--- config.mk ---
export PLATFORM = sky130hd
export DESIGN_NAME = inst_encoder_flat
export DESIGN_NICKNAME = d
export VERILOG_FILES = /design/src/rtl/inst_encoder_pkg.sv /design/src/rtl/inst_encoder_if.sv /design/src/rtl/inst_encoder_packer.sv /design/src/rtl/inst_encoder.sv /design/src/flat_wrapper.sv
export SDC_FILE = /design/constraint.sdc
export NUM_CORES = 1
export LEC_CHECK = 0
export CORE_UTILIZATION = 30
export CTS_CLUSTER_SIZE = 25
export DETAILED_ROUTE_END_ITERATION = 16
export GPL_TIMING_DRIVEN = 0
export SLEW_MARGIN = 40
export SYNTH_ARGS = -nofsm -noshare
export SYNTH_HDL_FRONTEND = slang
export SYNTH_SLANG_ARGS = --single-unit
--- constraint.sdc ---
create_clock -name clk -period 4.8 [get_ports clk]
set_clock_uncertainty 0.15 [all_clocks]
set_input_delay 0.72 -clock clk [delete_from_list [all_inputs] [get_ports clk]]
set_output_delay 0.72 -clock clk [all_outputs]
set_load 0.02 [all_outputs]
--- src/rtl/inst_encoder_pkg.sv ---
`default_nettype none
// ---------------------------------------------------------------------------
// inst_encoder_pkg : RV32I format codes, major opcodes, opcode helper
// Revision: 1.0
// ---------------------------------------------------------------------------
package inst_encoder_pkg;

  typedef enum logic [2:0] {
    FMT_U   = 3'd0,
    FMT_J   = 3'd1,
    FMT_B   = 3'd2,
    FMT_S   = 3'd3,
    FMT_I   = 3'd4,
    FMT_ISH = 3'd5,
    FMT_R   = 3'd6
  } fmt_e;

  localparam logic [4:0] OP_LUI    = 5'b01101;
  localparam logic [4:0] OP_AUIPC  = 5'b00101;
  localparam logic [4:0] OP_JAL    = 5'b11011;
  localparam logic [4:0] OP_JALR   = 5'b11001;
  localparam logic [4:0] OP_BRANCH = 5'b11000;
  localparam logic [4:0] OP_LOAD   = 5'b00000;
  localparam logic [4:0] OP_STORE  = 5'b01000;
  localparam logic [4:0] OP_OPIMM  = 5'b00100;
  localparam logic [4:0] OP_OP     = 5'b01100;

  function automatic logic [6:0] enc_op(input logic [4:0] opcode);
    return {opcode, 2'b11};
  endfunction

endpackage
`default_nettype wire

--- src/rtl/inst_encoder_if.sv ---
`default_nettype none
// ---------------------------------------------------------------------------
// inst_encoder_if : decoded-instruction request bus with valid/ready
// Revision: 1.0
// ---------------------------------------------------------------------------
interface inst_encoder_if;
  logic        in_valid;
  logic        in_ready;
  logic [2:0]  in_fmt;
  logic [4:0]  in_opcode;
  logic [4:0]  in_rd;
  logic [4:0]  in_rs1;
  logic [4:0]  in_rs2;
  logic [2:0]  in_funct3;
  logic [6:0]  in_funct7;
  logic [31:0] in_imm;

  modport master (
    output in_valid, in_fmt, in_opcode, in_rd, in_rs1, in_rs2,
           in_funct3, in_funct7, in_imm,
    input  in_ready
  );

  modport slave (
    input  in_valid, in_fmt, in_opcode, in_rd, in_rs1, in_rs2,
           in_funct3, in_funct7, in_imm,
    output in_ready
  );
endinterface
`default_nettype wire

--- src/rtl/inst_encoder_packer.sv ---
`default_nettype none
// ---------------------------------------------------------------------------
// inst_packer : combinational RV32I word packing and immediate range check
// Revision: 1.0
// ---------------------------------------------------------------------------
module inst_packer
  import inst_encoder_pkg::*;
(
  input  wire logic [2:0]  fmt,
  input  wire logic [4:0]  opcode,
  input  wire logic [4:0]  rd,
  input  wire logic [4:0]  rs1,
  input  wire logic [4:0]  rs2,
  input  wire logic [2:0]  funct3,
  input  wire logic [6:0]  funct7,
  input  wire logic [31:0] imm,
  output logic      [31:0] word,
  output logic             illegal
);

  logic [6:0] op;
  assign op = enc_op(opcode);

  always_comb begin
    word    = 32'd0;
    illegal = 1'b1;
    case (fmt_e'(fmt))
      FMT_U: begin
        word    = {imm[31:12], rd, op};
        illegal = (imm[11:0] != 12'd0);
      end
      FMT_J: begin
        word    = {imm[20], imm[10:1], imm[11], imm[19:12], rd, op};
        illegal = imm[0] || (imm[31:21] != {11{imm[20]}});
      end
      FMT_B: begin
        word    = {imm[12], imm[10:5], rs2, rs1, funct3, imm[4:1], imm[11], op};
        illegal = imm[0] || (imm[31:13] != {19{imm[12]}});
      end
      FMT_S: begin
        word    = {imm[11:5], rs2, rs1, funct3, imm[4:0], op};
        illegal = (imm[31:12] != {20{imm[11]}});
      end
      FMT_I: begin
        word    = {imm[11:0], rs1, funct3, rd, op};
        illegal = (imm[31:12] != {20{imm[11]}});
      end
      FMT_ISH: begin
        // Upper shift-immediate bits come from funct7; only the shamt is taken from imm.
        word    = {funct7, imm[4:0], rs1, funct3, rd, op};
        illegal = (imm[31:5] != 27'd0);
      end
      FMT_R: begin
        word    = {funct7, rs2, rs1, funct3, rd, op};
        illegal = 1'b0;
      end
      default: begin
        word    = 32'd0;
        illegal = 1'b1;
      end
    endcase
  end

endmodule
`default_nettype wire

--- src/rtl/inst_encoder.sv ---
`default_nettype none
// ---------------------------------------------------------------------------
// inst_encoder : encodes decoded fields and writes words to instruction RAM
// Revision: 1.0
// ---------------------------------------------------------------------------
module inst_encoder
  import inst_encoder_pkg::*;
#(
  parameter int unsigned ADDR_W    = 12,
  parameter int unsigned BASE_ADDR = 0
) (
  input  wire logic              clk,
  input  wire logic              reset,
  inst_encoder_if.slave          req,
  input  wire logic              load_addr,
  input  wire logic [ADDR_W-1:0] addr_in,
  output logic                   mem_we,
  input  wire logic              mem_ready,
  output logic      [ADDR_W-1:0] mem_addr,
  output logic      [31:0]       mem_wdata,
  output logic                   err,
  output logic      [15:0]       words_written
);

  logic              full_q, full_d;
  logic              illegal_q, illegal_d;
  logic [31:0]       word_q, word_d;
  logic [ADDR_W-1:0] addr_q, addr_d;
  logic [15:0]       count_q, count_d;

  logic [31:0] pack_word;
  logic        pack_illegal;
  logic        ready;
  logic        accept;
  logic        complete;

  inst_packer u_packer (
    .fmt     (req.in_fmt),
    .opcode  (req.in_opcode),
    .rd      (req.in_rd),
    .rs1     (req.in_rs1),
    .rs2     (req.in_rs2),
    .funct3  (req.in_funct3),
    .funct7  (req.in_funct7),
    .imm     (req.in_imm),
    .word    (pack_word),
    .illegal (pack_illegal)
  );

  // An illegal entry always vacates next cycle, so it never blocks the input.
  assign ready    = !full_q || illegal_q || mem_ready;
  assign accept   = req.in_valid && ready;
  assign complete = full_q && !illegal_q && mem_ready;

  always_comb begin
    full_d    = full_q;
    illegal_d = illegal_q;
    word_d    = word_q;
    addr_d    = addr_q;
    count_d   = count_q;

    if (accept) begin
      full_d    = 1'b1;
      illegal_d = pack_illegal;
      word_d    = pack_word;
    end else if (complete || (full_q && illegal_q)) begin
      full_d    = 1'b0;
      illegal_d = 1'b0;
    end

    if (load_addr) begin
      addr_d = addr_in;
    end else if (complete) begin
      addr_d = addr_q + ADDR_W'(4);
    end

    if (complete && (count_q != 16'hFFFF)) begin
      count_d = count_q + 16'd1;
    end
  end

  always_ff @(posedge clk) begin
    if (reset) begin
      full_q    <= 1'b0;
      illegal_q <= 1'b0;
      word_q    <= 32'd0;
      addr_q    <= ADDR_W'(BASE_ADDR);
      count_q   <= 16'd0;
    end else begin
      full_q    <= full_d;
      illegal_q <= illegal_d;
      word_q    <= word_d;
      addr_q    <= addr_d;
      count_q   <= count_d;
    end
  end

  assign req.in_ready   = ready;
  assign mem_we         = full_q && !illegal_q;
  assign err            = full_q && illegal_q;
  assign mem_addr       = addr_q;
  assign mem_wdata      = word_q;
  assign words_written  = count_q;

endmodule
`default_nettype wire

--- src/flat_wrapper.sv ---
// flat-port wrapper written by rule: the top's interface ports become plain ports
module inst_encoder_flat import inst_encoder_pkg::*;
#(
  parameter int unsigned ADDR_W    = 12,
  parameter int unsigned BASE_ADDR = 0
)
  (clk, reset, load_addr, addr_in, mem_we, mem_ready, mem_addr, mem_wdata, err, words_written, req_in_valid, req_in_fmt, req_in_opcode, req_in_rd, req_in_rs1, req_in_rs2, req_in_funct3, req_in_funct7, req_in_imm, req_in_ready);
  inst_encoder_if req_i ();
  input  wire logic clk;
  input  wire logic reset;
  input  wire logic load_addr;
  input  wire logic [ADDR_W-1:0] addr_in;
  output logic mem_we;
  input  wire logic mem_ready;
  output logic      [ADDR_W-1:0] mem_addr;
  output logic      [31:0] mem_wdata;
  output logic err;
  output logic      [15:0] words_written;
  input wire logic [$bits(req_i.in_valid)-1:0] req_in_valid;
  input wire logic [$bits(req_i.in_fmt)-1:0] req_in_fmt;
  input wire logic [$bits(req_i.in_opcode)-1:0] req_in_opcode;
  input wire logic [$bits(req_i.in_rd)-1:0] req_in_rd;
  input wire logic [$bits(req_i.in_rs1)-1:0] req_in_rs1;
  input wire logic [$bits(req_i.in_rs2)-1:0] req_in_rs2;
  input wire logic [$bits(req_i.in_funct3)-1:0] req_in_funct3;
  input wire logic [$bits(req_i.in_funct7)-1:0] req_in_funct7;
  input wire logic [$bits(req_i.in_imm)-1:0] req_in_imm;
  output wire logic [$bits(req_i.in_ready)-1:0] req_in_ready;
  assign req_i.in_valid = req_in_valid;
  assign req_i.in_fmt = req_in_fmt;
  assign req_i.in_opcode = req_in_opcode;
  assign req_i.in_rd = req_in_rd;
  assign req_i.in_rs1 = req_in_rs1;
  assign req_i.in_rs2 = req_in_rs2;
  assign req_i.in_funct3 = req_in_funct3;
  assign req_i.in_funct7 = req_in_funct7;
  assign req_i.in_imm = req_in_imm;
  assign req_in_ready = req_i.in_ready;
  inst_encoder #(.ADDR_W(ADDR_W), .BASE_ADDR(BASE_ADDR)) u_core (.clk(clk), .reset(reset), .req(req_i), .load_addr(load_addr), .addr_in(addr_in), .mem_we(mem_we), .mem_ready(mem_ready), .mem_addr(mem_addr), .mem_wdata(mem_wdata), .err(err), .words_written(words_written));
endmodule
-- Yosys cells after proc, flatten, opt, wreduce, memory -nomap -nowiden
Cells that the tools add are included.
- mux-type cells: 7
- reductions and logical operators: 18
- eq/ne operators: 10
- add/sub/neg operators: 2
- operators with widths (cell ; number):
    32-bit case mux with 7 select lines ; 1
    27-bit nonzero test ; 1
    12-bit 2-to-1 mux ; 2
    20-bit != test ; 1
    19-bit != test ; 1
    16-bit by 1-bit adder with 16-bit output, second input constant ; 1
    16-bit != test, second input constant ; 1
    12-bit by 3-bit adder with 12-bit output, second input constant ; 1
    12-bit nonzero test ; 1
    11-bit != test ; 1
    3-bit equality test, second input constant ; 3
    3-bit by 2-bit equality test with 1-bit output, second input constant ; 2
    1-bit case mux with 6 select lines ; 1
    1-bit logical AND ; 5
    1-bit logical OR ; 5
    2-bit nonzero test ; 2
    3-bit by 1-bit equality test with 1-bit output, second input constant ; 1
    3-bit logical NOT ; 1
    1-bit 2-to-1 mux ; 3
    1-bit logical NOT ; 2
    2-bit OR reduction ; 1
- flip-flop bits (word level): 62
- output and inout bits: 63

-- Logic depth before layout (Yosys ltp)
Gate-level depths: netlist of run 1.
- depth after elaboration: 6
- depth in mapped cells: 7
- depth with buffers taken out: 6

-- Hierarchy
Synthesis of run 1 repeated with hierarchy kept, for this count alone.
- cells, all modules: 478
- area total of the unflattened synthesis: 3773.6 sq um
- modules (own cells, without submodules) (module ; area each (sq um) ; seq. area each (sq um) ; cells each ; times used):
    inst_encoder ; 2732.6 ; 1241.2 ; 289 ; 1
    inst_packer ; 1041.0 ; 0.0 ; 189 ; 1

-- Least setup slack after synthesis of run 1
OpenSTA, ideal clock, no wires.
- kind: input port to flip-flop
- start point: input port req_in_fmt[2]
- end point: register u_core.illegal_q
- path buffers: 1
- stages on the path: 6
- setup slack: 2.604 ns
- arrival: 1.918 ns
- cells stage by stage: buf_6 > or4b_1 > nor4_1 > o2111ai_1 > o311ai_2 > a31oi_1
- word-level cells in the longest chain between the ends: 4
- elaborated cells on any way between the ends: 10
- those cells by class: eq/ne (6); mux (2); reduce/logical (2)
- RTL lines (what ; RTL line ; source):
    from (decl) ; flat_wrapper.sv:20 ; input wire logic [$bits(req_i.in_fmt)-1:0] req_in_fmt;
    3-bit equality test / 3-bit by 2-bit equality test with 1-bit output (equally long branches) ; inst_encoder_packer.sv:27 ; case (fmt_e'(fmt))
    2-bit OR reduction (no line) ; - ;
    1-bit case mux with 6 select lines * ; inst_encoder_packer.sv:27 ;
    1-bit 2-to-1 mux * ; inst_encoder.sv:62 ; if (accept) begin
    to (signal assigned) ; inst_encoder.sv:91 ; illegal_q <= illegal_d;
    to (decl) ; inst_encoder.sv:26 ; logic illegal_q, illegal_d;
Mark *: on every way between the ends. The rest lies on a longest branch, timed or not.
A chain may end at the register's enable or synchronous reset.

-- Worst setup path after layout of run 1
- start point: input port mem_ready
- end point: output port req_in_ready
- word-level cells in the longest chain between the ends: 1
- RTL lines (what ; RTL line ; source):
    from (decl) ; flat_wrapper.sv:14 ; input wire logic mem_ready;
    1-bit logical OR ; inst_encoder.sv:51 ; assign ready = !full_q || illegal_q || mem_ready;
    to (decl) ; flat_wrapper.sv:28 ; output wire logic [$bits(req_i.in_ready)-1:0] req_in_ready;
No other way between the ends.

==> results of run 1 <==
==> logic make-up (layout without fill, tap and decap cells) <==
family / Yosys count / count (layout) / share of synthesized area [%]
simple gates: 200 / 200 / 29.0
flops: 61 / 61 / 35.3
buf+inv: 41 / 196 / 5.25
fa+ha+maj: 3 / 3 / 1.09
xor+xnor: 19 / 19 / 4.81
mux: 21 / 21 / 6.15
compound gates: 99 / 99 / 18.4
==> Yosys cell counts (4+ instances only) <==
library cell   n
a311oi_1       7
a221oi_1       4
a21oi_1       34
inv_1         11
xor2_1         6
or3_1          4
buf_2          7
nand2_1       31
o21ai_0       15
and2_1         6
o22ai_1       10
nor2_1        68
nand4_1       12
nor3_1        39
a22oi_1        7
dfxtp_1       61
o211ai_1       5
clkbuf_1      17
xnor2_1       13
nand3_1       11
a211oi_1       4
mux2i_1       19
==> area by class of cell <==
class	count	area [sq um]
Buffer	29	136
Clock buffer	12	256
Clock inverter	3	45.0
Fill cell	1100	5690
Inverter	12	45.0
Multi-Input combinational cell	342	2060
Sequential cell	61	1220
Tap cell	140	175
Timing Repair Buffer	140	1400
==> through the flow <==
stage	instance area (sq um)	total power (W)	hold WS, ns
2_1_floorplan	3460	0.000715	0.383
3_3_place_gp	5030	0.000879	0.295
3_5_place_dp	5030	0.000883	0.299
4_1_cts	5340	0.00154	0.306
5_1_grt	5340	0.00160	0.320
6_report	5340	0.00153	0.305
==> where the power goes <==
group          internal [W]  switching (W)  total (W)
registers          0.000534      0.0000194   0.000553
logic              0.000159       0.000159   0.000319
clock network      0.000427       0.000235   0.000662
==> final timing paths <==
path | cells after the start | from | end | slack [ns]
max reg2reg | 5 | u_core.words_written[0] | u_core.words_written[9] | 2.91
max | 3 | mem_ready | req_in_ready | 1.74
min | 2 | u_core.mem_wdata[26] | u_core.mem_wdata[26] | 0.30
min reg2reg | 2 | u_core.mem_wdata[26] | u_core.mem_wdata[26] | 0.30
==> tightest hold or removal path: stages, from the launching register on <==
cell,delay (ns)
dfxtp_1,0.31
nand2_1,0.05
a21oi_1,0.05
==> sequential cells by signal (all words and copies together), names as in the netlist <==
register	count
u_core.mem_addr	12
u_core.illegal_q	1
u_core.mem_wdata	31
u_core.words_written	16
u_core.full_q	1
==> placed cells by master (no fill, tap or decap), types with 3 or more instances in the layout <==
master             n
xor2_1             6
inv_1             11
nand4_1           12
a211oi_1           4
buf_4              3
clkdlybuf4s50_1  140
buf_2              7
nand3_1           11
a221oi_1           4
a21oi_1           34
o21ai_0           15
clkbuf_1          18
or4_1              3
o22ai_1           10
nor2_1            68
a22oi_1            7
nor3_1            39
o211ai_1           5
and4_1             3
clkbuf_16          9
nor4_1             3
mux2i_1           19
or3_1              4
dfxtp_1           61
and2_1             6
xnor2_1           13
a311oi_1           7
nand2_1           31
ha_1               3
==> metal layers <==
metal	global-route usage (%)	vias up	share of wire, %
li1	-	1920	-
met3	5.63	14	7.5
met1	26.3	1767	45
met4	5.62	0	1.5
met5	0	-	0
met2	33.2	140	46
==> results by group, run 1 <==
Yosys
  – Synth area leader: dfxtp_1
  – Share of synthesized flip-flops with an asynchronous set or reset: 0%
  – Leading post-synthesis cells by cell area: dfxtp_1 (35%), nor2_1 (7.4%), nor3_1 (5.6%)
  – Synth Instances: 444
  – Register bit count reported by yosys: 61
  – Cell area after synthesis: 3460 sq um
  – Synth top area share: 35.3%
  – Sequential share of the synthesized area: 35.3%
  – Number of flops mapped to enable cells by yosys: 0
  – Post-synth cell types: 56
  – Prevailing post-synth register cell: dfxtp_1
  – Avg Inst Size Synth: 7.79 sq um
  – Synth Warn #: 0
  – Mapped Nets: 529

Global route
  – Initial antenna violation count: 0
  – Total GRT Usage: 20.4%
  – Largest net degree at the start of global routing: 11
  – Global-route wire length before repair: 18500 um
  – Vias in the first global route: 3653
  – Gr ovfl total: 0

Timing
  – Max Transition Viols Final: 0
  – Max Freq: 326 MHz
  – Setup-failing EPs final: 0
  – Final hold vios: 0
  – Setup TNS Final: 0 ns
  – RSZ-0062 raised after global routing: no
  – Final Critical Period: 3.06 ns
  – Worst slew pin tran: 0.624 ns
  – Final worst setup slack: 1.74 ns
  – Relative slew slack: 58.4%
  – Final Cycle Share: 63.8%

Clock tree
  – Htree depth: 3
  – CTS tree: done
  – Clk pin slew, worst setup/hold paths: 0.05 ns
  – CTS hold repair buffers: 0
  – Worst-case clock buffer depth: 2
  – Resize count post-CTS: 0
  – Setup repair bufs after CTS: 0
  – Clock buffer count from CTS: 9
  – Root Buffer: clkbuf_16
  – Clk_lat worst skew: 0.33 ns
  – Clock Sinks: 61

Detailed routing
  – DR vias/cell: 5.20
  – Vias: 3841
  – DR WL/cell: 16.1 um
  – 1st-iter DRT viols: 219
  – Drt total wl: 11900 um
  – Drt pass-1 iters: 4
  – Post-DRT Antenna Nets: 0
  – Remaining DRCs: 0

Power and ir drop
  – Leakage: 1.94 nW
  – VDD IR max: 0.000124 V
  – PwrDens: 287 nW/um^2

Place
  – Placed insts: 724
  – Gpl congestion: 0.917
  – DP HPWL: 9450 um
  – Place WS: 1.75 ns
  – Port bufs: 140

Critical path
  – Worst Path Required: 3.93 ns
  – Worst setup EP type: output pin
  – Critical path's largest stage delay: 0.59 ns
  – Critical path buffers and inverters: 2
  – Slowest CP cell: clkdlybuf4s50_1
  – Top fanout value on the critical path: 4
  – CP Cell Sequence: clkdlybuf4s50_1 > or3b_1 > clkdlybuf4s50_1
  – Worst EP arrival: 2.19 ns
  – Crit start category: input port
  – WS Path Type: input port to output pin
  – Crit path max-delay family: buffers and inverters
  – Most Frequent Cell on Critical Path: clkdlybuf4s50_1

Min path
  – Hold Path Class: register to register

Die
  – Die Footprint: 12000 sq um
  – Chip height: 109 um
  – FP Rows: 38
  – Initial Utilization: 31.4%
  – I/O pin count: 145
  – Area of the core: 11000 sq um
  – Die width: 109 um

Status
  – Status: finished, final reports clean

Finish
  – Share of cells above drive strength 1: 6.51%
  – N_diodes: 0
  – Layout area overhead: 54.3%
  – Core Util, Final: 48.4%
  – # nets final: 680
  – Final Non-Filler Cells: 739

Run
  – Max capacitance violation total: 0
(Power assumes the default switching activity.)
==> inputs of run 2 (changes only) <==
clock period = 3.18 ns   (was 4.8 ns; I/O delays follow)
==> results of run 2 <==
The final DEF is identical to that of run 1. Status: finished, final reports clean.
Among the figures that moved: setup slack after placement 1.75 ns -> 0.484 ns; setup slack after layout 1.74 ns -> 0.602 ns; register-to-register setup slack 2.91 ns -> 1.29 ns; total power 0.00153 W -> 0.00232 W; worst IR drop on VDD 0.000124 V -> 0.000187 V
==> inputs of run 3 (changes only) <==
clock period = 2.7 ns   (was 3.18 ns; I/O delays follow)
==> results of run 3 <==
The final DEF is identical to that of run 1. Status: finished, final reports clean.
Among the figures that moved: setup slack after placement 1.75 ns -> 0.0763 ns; setup slack after layout 1.74 ns -> 0.266 ns; register-to-register setup slack 2.91 ns -> 0.81 ns; total power 0.00153 W -> 0.00273 W; worst IR drop on VDD 0.000124 V -> 0.000220 V
